### src/rtl/ultrasonic_ranger_mc.sv
// ultrasonic_ranger_mc
// Multi-channel HC-SR04 ranging controller. Sensors are pinged round-robin,
// either from a free-running period timer (en=1) or from a manual request
// (measure). Each echo pulse is measured against a timeout, converted to
// centimetres with a Q16 reciprocal multiply, and fed into a per-channel
// proximity flag with hysteresis that drives the buzzer.
//
// Ports:
//   clk        system clock
//   rst        asynchronous active-high reset
//   en         auto mode, periodic pings while high
//   measure    manual single-ping request, only honoured in IDLE
//   echo       raw echo inputs, one per sensor (asynchronous)
//   trig       one-hot trigger outputs
//   ready      high only while the controller is idle
//   cur_ch     channel being measured, or the next one to be measured
//   dist_valid one-cycle strobe, result fields below are valid
//   dist_ch    channel of the current result
//   dist_raw   echo width in clk cycles (0 on timeout)
//   dist_cm    distance in cm, saturated (all ones on timeout)
//   timeout    result is a timeout, qualified by dist_valid
//   overrun    one-cycle pulse: a period tick was dropped while busy
//   near       per-channel proximity flags
//   buzzer     registered OR of near
module ultrasonic_ranger_mc #(
    parameter int CHANNELS       = 2,
    parameter int TRIGGER_CYCLES = 120,
    parameter int TIMEOUT_CYCLES = 360000,
    parameter int PERIOD_CYCLES  = 600000,
    parameter int RAW_W          = 24,
    parameter int CM_W           = 16,
    parameter int CM_SCALE       = 94,
    parameter int NEAR_CM        = 5,
    parameter int HYST_CM        = 2
) (
    input  logic                                          clk,
    input  logic                                          rst,
    input  logic                                          en,
    input  logic                                          measure,
    input  logic [CHANNELS-1:0]                           echo,
    output logic [CHANNELS-1:0]                           trig,
    output logic                                          ready,
    output logic [((CHANNELS > 1) ? $clog2(CHANNELS) : 1)-1:0] cur_ch,
    output logic                                          dist_valid,
    output logic [((CHANNELS > 1) ? $clog2(CHANNELS) : 1)-1:0] dist_ch,
    output logic [RAW_W-1:0]                              dist_raw,
    output logic [CM_W-1:0]                               dist_cm,
    output logic                                          timeout,
    output logic                                          overrun,
    output logic [CHANNELS-1:0]                           near,
    output logic                                          buzzer
);

    localparam int CH_W   = (CHANNELS > 1) ? $clog2(CHANNELS) : 1;
    localparam int PER_W  = (PERIOD_CYCLES > 1) ? $clog2(PERIOD_CYCLES) : 1;
    localparam int TRG_W  = (TRIGGER_CYCLES > 1) ? $clog2(TRIGGER_CYCLES) : 1;
    localparam int TMO_W  = (TIMEOUT_CYCLES > 1) ? $clog2(TIMEOUT_CYCLES) : 1;
    localparam int CNT_W  = (TRG_W > TMO_W) ? TRG_W : TMO_W;
    // Scale factor gets at least 8 bits so the product never truncates.
    localparam int SC_W   = ($clog2(CM_SCALE + 1) > 8) ? $clog2(CM_SCALE + 1) : 8;
    localparam int PROD_W = RAW_W + SC_W;

    localparam logic [CH_W-1:0]   CH_LAST   = CH_W'(CHANNELS - 1);
    localparam logic [PER_W-1:0]  PER_LAST  = PER_W'(PERIOD_CYCLES - 1);
    localparam logic [CNT_W-1:0]  TRG_LAST  = CNT_W'(TRIGGER_CYCLES - 1);
    localparam logic [CNT_W-1:0]  WAIT_LAST = CNT_W'(TIMEOUT_CYCLES - 1);
    localparam logic [RAW_W-1:0]  RAW_MAX   = RAW_W'(TIMEOUT_CYCLES);
    localparam logic [CM_W-1:0]   CM_ALL1   = {CM_W{1'b1}};
    localparam logic [PROD_W-1:0] CM_MAX_P  = PROD_W'(CM_ALL1);
    localparam logic [CM_W-1:0]   NEAR_SET  = CM_W'(NEAR_CM);
    localparam logic [CM_W-1:0]   NEAR_CLR  = CM_W'(NEAR_CM + HYST_CM);

    typedef enum logic [2:0] {
        S_IDLE,
        S_TRIGGER,
        S_WAIT_ECHO,
        S_COUNT,
        S_DONE
    } state_t;

    state_t              state_reg;
    logic [CNT_W-1:0]    cnt_reg;
    logic [RAW_W-1:0]    raw_reg;
    logic                to_flag_reg;
    logic [CH_W-1:0]     cur_ch_reg;
    logic [CHANNELS-1:0] trig_reg;
    logic                ready_reg;
    logic                dist_valid_reg;
    logic [CH_W-1:0]     dist_ch_reg;
    logic [RAW_W-1:0]    dist_raw_reg;
    logic [CM_W-1:0]     dist_cm_reg;
    logic                timeout_reg;
    logic                overrun_reg;
    logic                buzzer_reg;
    logic [PER_W-1:0]    per_reg;

    logic [CHANNELS-1:0] echo_s;
    logic [CHANNELS-1:0] near_vec;
    logic                tick;
    logic                echo_sel;
    logic [CH_W-1:0]     cur_ch_next;
    logic [PROD_W-1:0]   prod;
    logic [PROD_W-1:0]   cm_full;
    logic [CM_W-1:0]     cm_sat;
    logic [CM_W-1:0]     res_cm;

    // Per-channel echo synchronizer and proximity flag.
    for (genvar gi = 0; gi < CHANNELS; gi++) begin : g_ch
        logic meta_reg;
        logic sync_reg;
        logic near_reg;

        always_ff @(posedge clk or posedge rst) begin
            if (rst) begin
                meta_reg <= 1'b0;
                sync_reg <= 1'b0;
            end else begin
                meta_reg <= echo[gi];
                sync_reg <= meta_reg;
            end
        end

        // Updated at the same edge that raises dist_valid for this channel.
        // Between the two thresholds the previous state is kept.
        always_ff @(posedge clk or posedge rst) begin
            if (rst) begin
                near_reg <= 1'b0;
            end else if (state_reg == S_DONE && cur_ch_reg == CH_W'(gi)) begin
                if (to_flag_reg || res_cm >= NEAR_CLR) begin
                    near_reg <= 1'b0;
                end else if (res_cm <= NEAR_SET) begin
                    near_reg <= 1'b1;
                end
            end
        end

        assign echo_s[gi]   = sync_reg;
        assign near_vec[gi] = near_reg;
    end

    // Period timer: held at 0 while disabled, so enabling fires at once.
    always_ff @(posedge clk or posedge rst) begin
        if (rst) begin
            per_reg <= '0;
        end else if (!en) begin
            per_reg <= '0;
        end else if (per_reg == PER_LAST) begin
            per_reg <= '0;
        end else begin
            per_reg <= per_reg + PER_W'(1);
        end
    end

    assign tick        = en && (per_reg == '0);
    assign echo_sel    = echo_s[cur_ch_reg];
    assign cur_ch_next = (cur_ch_reg == CH_LAST) ? '0 : cur_ch_reg + CH_W'(1);

    // cm = (raw * CM_SCALE) >> 16, truncated, then clamped to the output width.
    assign prod    = PROD_W'(raw_reg) * PROD_W'(CM_SCALE);
    assign cm_full = prod >> 16;
    assign cm_sat  = (cm_full > CM_MAX_P) ? CM_ALL1 : cm_full[CM_W-1:0];
    assign res_cm  = to_flag_reg ? CM_ALL1 : cm_sat;

    always_ff @(posedge clk or posedge rst) begin
        if (rst) begin
            state_reg      <= S_IDLE;
            cnt_reg        <= '0;
            raw_reg        <= '0;
            to_flag_reg    <= 1'b0;
            cur_ch_reg     <= '0;
            trig_reg       <= '0;
            ready_reg      <= 1'b0;
            dist_valid_reg <= 1'b0;
            dist_ch_reg    <= '0;
            dist_raw_reg   <= '0;
            dist_cm_reg    <= '0;
            timeout_reg    <= 1'b0;
            overrun_reg    <= 1'b0;
        end else begin
            dist_valid_reg <= 1'b0;
            // A tick that lands while a ping is in flight is lost.
            overrun_reg    <= tick && (state_reg != S_IDLE);

            case (state_reg)
                S_IDLE: begin
                    ready_reg <= 1'b1;
                    if (measure || tick) begin
                        state_reg   <= S_TRIGGER;
                        trig_reg    <= CHANNELS'(1) << cur_ch_reg;
                        cnt_reg     <= '0;
                        raw_reg     <= '0;
                        to_flag_reg <= 1'b0;
                        ready_reg   <= 1'b0;
                    end
                end

                S_TRIGGER: begin
                    if (cnt_reg == TRG_LAST) begin
                        trig_reg  <= '0;
                        cnt_reg   <= '0;
                        state_reg <= S_WAIT_ECHO;
                    end else begin
                        cnt_reg <= cnt_reg + CNT_W'(1);
                    end
                end

                S_WAIT_ECHO: begin
                    if (echo_sel) begin
                        // The first high sample already counts as one cycle.
                        raw_reg   <= RAW_W'(1);
                        state_reg <= S_COUNT;
                    end else if (cnt_reg == WAIT_LAST) begin
                        to_flag_reg <= 1'b1;
                        state_reg   <= S_DONE;
                    end else begin
                        cnt_reg <= cnt_reg + CNT_W'(1);
                    end
                end

                S_COUNT: begin
                    if (!echo_sel) begin
                        state_reg <= S_DONE;
                    end else if (raw_reg == RAW_MAX) begin
                        // Stuck-high echo: give up after the maximum width.
                        to_flag_reg <= 1'b1;
                        state_reg   <= S_DONE;
                    end else begin
                        raw_reg <= raw_reg + RAW_W'(1);
                    end
                end

                S_DONE: begin
                    state_reg      <= S_IDLE;
                    ready_reg      <= 1'b1;
                    dist_valid_reg <= 1'b1;
                    dist_ch_reg    <= cur_ch_reg;
                    dist_raw_reg   <= to_flag_reg ? '0 : raw_reg;
                    dist_cm_reg    <= res_cm;
                    timeout_reg    <= to_flag_reg;
                    cur_ch_reg     <= cur_ch_next;
                end

                default: begin
                    state_reg <= S_IDLE;
                    trig_reg  <= '0;
                end
            endcase
        end
    end

    always_ff @(posedge clk or posedge rst) begin
        if (rst) begin
            buzzer_reg <= 1'b0;
        end else begin
            buzzer_reg <= |near_vec;
        end
    end

    assign trig       = trig_reg;
    assign ready      = ready_reg;
    assign cur_ch     = cur_ch_reg;
    assign dist_valid = dist_valid_reg;
    assign dist_ch    = dist_ch_reg;
    assign dist_raw   = dist_raw_reg;
    assign dist_cm    = dist_cm_reg;
    assign timeout    = timeout_reg;
    assign overrun    = overrun_reg;
    assign near       = near_vec;
    assign buzzer     = buzzer_reg;

endmodule

### config.mk
export PLATFORM = sky130hd
export DESIGN_NAME = ultrasonic_ranger_mc
export DESIGN_NICKNAME = d
export VERILOG_FILES = /design/src/rtl/ultrasonic_ranger_mc.sv
export SDC_FILE = /design/constraint.sdc
export NUM_CORES = 1
export LEC_CHECK = 0
export CORE_ASPECT_RATIO = 1.25
export CORE_MARGIN = 2
export CORE_UTILIZATION = 30
export DETAILED_ROUTE_END_ITERATION = 12
export GPL_TIMING_DRIVEN = 0
export PLACE_DENSITY = 0.44
export SLEW_MARGIN = 30
export SYNTH_ARGS = -nofsm -noshare
export SYNTH_HDL_FRONTEND = slang
export SYNTH_SLANG_ARGS = --single-unit
export TNS_END_PERCENT = 100
### constraint.sdc
create_clock -name clk -period 5.15 [get_ports clk]
set_clock_uncertainty 0.15 [all_clocks]
set_input_delay 1.2875 -clock clk [delete_from_list [all_inputs] [get_ports clk]]
set_output_delay 1.2875 -clock clk [all_outputs]
set_load 0.005 [all_outputs]
==> impl_metrics.env, run 1 <==
export IMPL_num_antenna_cells=0
export IMPL_synthTopCellsByCount="140 x inv_1, 121 x dfrtp_1, 94 x nand2_1"
export IMPL_grt_pass1_vias=7696
export IMPL_finalCriticalPeriod_ns=4.93
export IMPL_r2r_end="g_ch[1].near_reg"
export IMPL_drt_pass1_iter_count=5
export IMPL_postRouteWirelength_mm=25.5
export IMPL_setup_viol=0
export IMPL_clk_pin_slew_ns=0.06
export IMPL_end_kind="flop"
export IMPL_synth_top_area_share_pct=31.8
export IMPL_multi_input_area_sq_mm=0.00593
export IMPL_status="complete, no violations"
export IMPL_post_route_period_util_pct=95.8
export IMPL_initial_core_util_pct=30.6
export IMPL_placed_area_sq_mm=0.0106
export IMPL_reg2reg_depth=14
export IMPL_worst_pin_slew_ns=0.815
export IMPL_design_core_area_sq_mm=0.0311
export IMPL_path_max_fanout=10
export IMPL_drtIter0Drc=182
export IMPL_antenna_left=0
export IMPL_grt_overflow_total=0
export IMPL_hp_class="flop to flop"
export IMPL_area_growth_pct=20.3
export IMPL_antenna_found_initial=0
export IMPL_dieHeight_um=203
export IMPL_nets=1278
export IMPL_die_area_sq_mm=0.0332
export IMPL_clock_latency_ns=0.43
export IMPL_globalplace_congestion=0.798
export IMPL_rrSetupSlack_ns=0.22
export IMPL_powerDensity_mw_per_mm2=314
export IMPL_io_pins=57
export IMPL_tritoncts="done"
export IMPL_cp_data_required_time_ns=5.33
export IMPL_seq_area_sq_mm=0.00305
export IMPL_synth_edf_count=0
export IMPL_slew_limit_headroom_pct=45.7
export IMPL_ys_types=74
export IMPL_async_flop_share_pct=100
export IMPL_leakage_nw=5.35
export IMPL_dr_total_vias=7408
export IMPL_criticalPathCategory="flop to flop"
export IMPL_dp_hpwl_mm=19.4
export IMPL_cts_sinks=121
export IMPL_hold_ws_ns=0.198
export IMPL_grt_pass1_wl_mm=41.9
export IMPL_fin_setup_tns_ns=0
export IMPL_yosys_top_cells_area="dfrtp_1 32%, fa_1 13%, ha_1 12%"
export IMPL_ir_drop_mv=0.199
export IMPL_crit_start="raw_reg[6]"
export IMPL_route_detailed_drc=0
export IMPL_rows=72
export IMPL_slew_violations=0
export IMPL_vias_per_cell=4.82
export IMPL_synthFlopType="dfrtp_1"
export IMPL_syn_area_sq_mm=0.00952
export IMPL_clock_path_buffers=2
export IMPL_worstHoldStart="g_ch[0].meta_reg"
export IMPL_synth_warnings=0
export IMPL_r2r_start="raw_reg[6]"
export IMPL_maxCapViolations=0
export IMPL_fill_cells=3207
export IMPL_hold_viol_final=0
export IMPL_setup_worst_path_end="g_ch[1].near_reg"
export IMPL_synth_avg_cell_area_sq_um=9.26
export IMPL_detail_route_wl_per_cell_um=16.6
export IMPL_numCtsBuffers=17
export IMPL_fin_ws_ns=0.215
export IMPL_grt_use_total_pct=16.2
export IMPL_final_area_sq_mm=0.0115
export IMPL_grt_max_degree=75
export IMPL_hold_buffers=0
export IMPL_max_freq_ghz=0.203
export IMPL_worstPathArrival_ns=5.12
export IMPL_yosysTopAreaCell="dfrtp_1"
export IMPL_syn_instance_count=1028
export IMPL_drive_gt1_share_pct=9.92
export IMPL_start_kind="flop"
export IMPL_die_w_um=163
export IMPL_yosysMostFrequentCell="inv_1"
export IMPL_ys_seq_area_share_pct=31.8
export IMPL_cts_root_buf="clkbuf_16"
export IMPL_synth_nets=1190
export IMPL_synth_seq_cells=121
export IMPL_htreeDepth=4
export IMPL_dp_slack_ns=-0.475
export IMPL_numPortBuffers=56
export IMPL_power_total_mw=3.59
[final cells by class]
type | count | share of cell area [%]
clock buffers | 23 | 4.35
inverters | 140 | 4.65
clock inverters | 9 | 0.775
well taps | 407 | 4.44
multi-input cells | 730 | 51.8
flip-flops and latches | 121 | 26.6
plain buffers | 35 | 1.35
repair buffers | 71 | 6.05
[power breakdown]
part	switching [mW]	internal (mW)	leakage (nW)
sequential	0.104	1.09	1.59
combinational	0.702	0.490	3.48
clock	0.475	0.729	0.282
[routing by layer]
layer	track usage, %	vias up	wire length (um)
met3	2.44	24	546
met4	4.61	0	399
li1	-	3669	-
met5	0	-	0
met2	28.8	97	13000
met1	20.3	3618	11500
[stage by stage]
stage                     instances  util [%]
final                          1536      36.9
after global routing           1536      36.9
after CTS                      1524      36.2
after detailed placement       1492      34.2
after global placement         1491      34.1
after floorplan                1028         -
[kinds of logic after synthesis]
| family | count (synthesis) | synth area share, % |
|---|---|---|
| adder cells (fa/ha/maj) | 156 | 25.5 |
| flip-flops | 121 | 31.8 |
| AND/OR/NAND/NOR | 332 | 17.2 |
| multiplexers | 9 | 1.01 |
| XOR/XNOR | 42 | 3.86 |
| AO/OA/AOI/OAI | 191 | 13.3 |
| buffers and inverters | 177 | 7.23 |
[cells in the final DEF, fill, tap and decap left out, types with 35 or more instances in the layout]
cell type	count
clkdlybuf4s50_1	56
dfrtp_1	103
fa_1	64
ha_1	91
inv_1	139
nand2_1	94
nand3_1	35
nor2_1	92
o21ai_0	58
[critical path: stages, from the launching register on]
cell and delay [ns]:
dfrtp_2 0.52, fa_1 0.53, fa_1 0.49, inv_1 0.06
fa_1 0.53, inv_1 0.04, ha_1 0.32, nand3_2 0.16
a211oi_4 0.45, o21ai_2 0.20, a21boi_1 0.23, a21boi_0 0.19
mux2i_1 0.16, or4_1 0.54, o31ai_1 0.27
[timing repair]
item	in CTS	in global routing
setup endpoints to repair	3	3
pin swaps	0	5
resized for setup	17	26
buffers inserted	0	14
[worst min-delay path by stage]
stage,endpoint,slack (ns),cells after the start
final,g_ch[0].sync_reg,0.20,0
after global routing,g_ch[1].sync_reg,0.22,0
after CTS,g_ch[0].sync_reg,0.20,0
after detailed placement,g_ch[0].sync_reg,0.19,0
after global placement,g_ch[1].sync_reg,0.18,0
after floorplan,g_ch[0].sync_reg,0.18,0
No activity file was read; power rests on OpenSTA's default activity.
==> run 2, diff against run 1 <==
--- a/config.mk
+++ b/config.mk
@@ -5,9 +5,11 @@
 export SDC_FILE = /design/constraint.sdc
 export NUM_CORES = 1
 export LEC_CHECK = 0
+export ABC_AREA = 0
 export CORE_ASPECT_RATIO = 1.25
 export CORE_MARGIN = 2
 export CORE_UTILIZATION = 30
+export CTS_CLUSTER_SIZE = 25
 export DETAILED_ROUTE_END_ITERATION = 12
 export GPL_TIMING_DRIVEN = 0
 export PLACE_DENSITY = 0.44
==> results of run 2 <==
The final DEF is identical to that of run 1; final timing and power are the same.
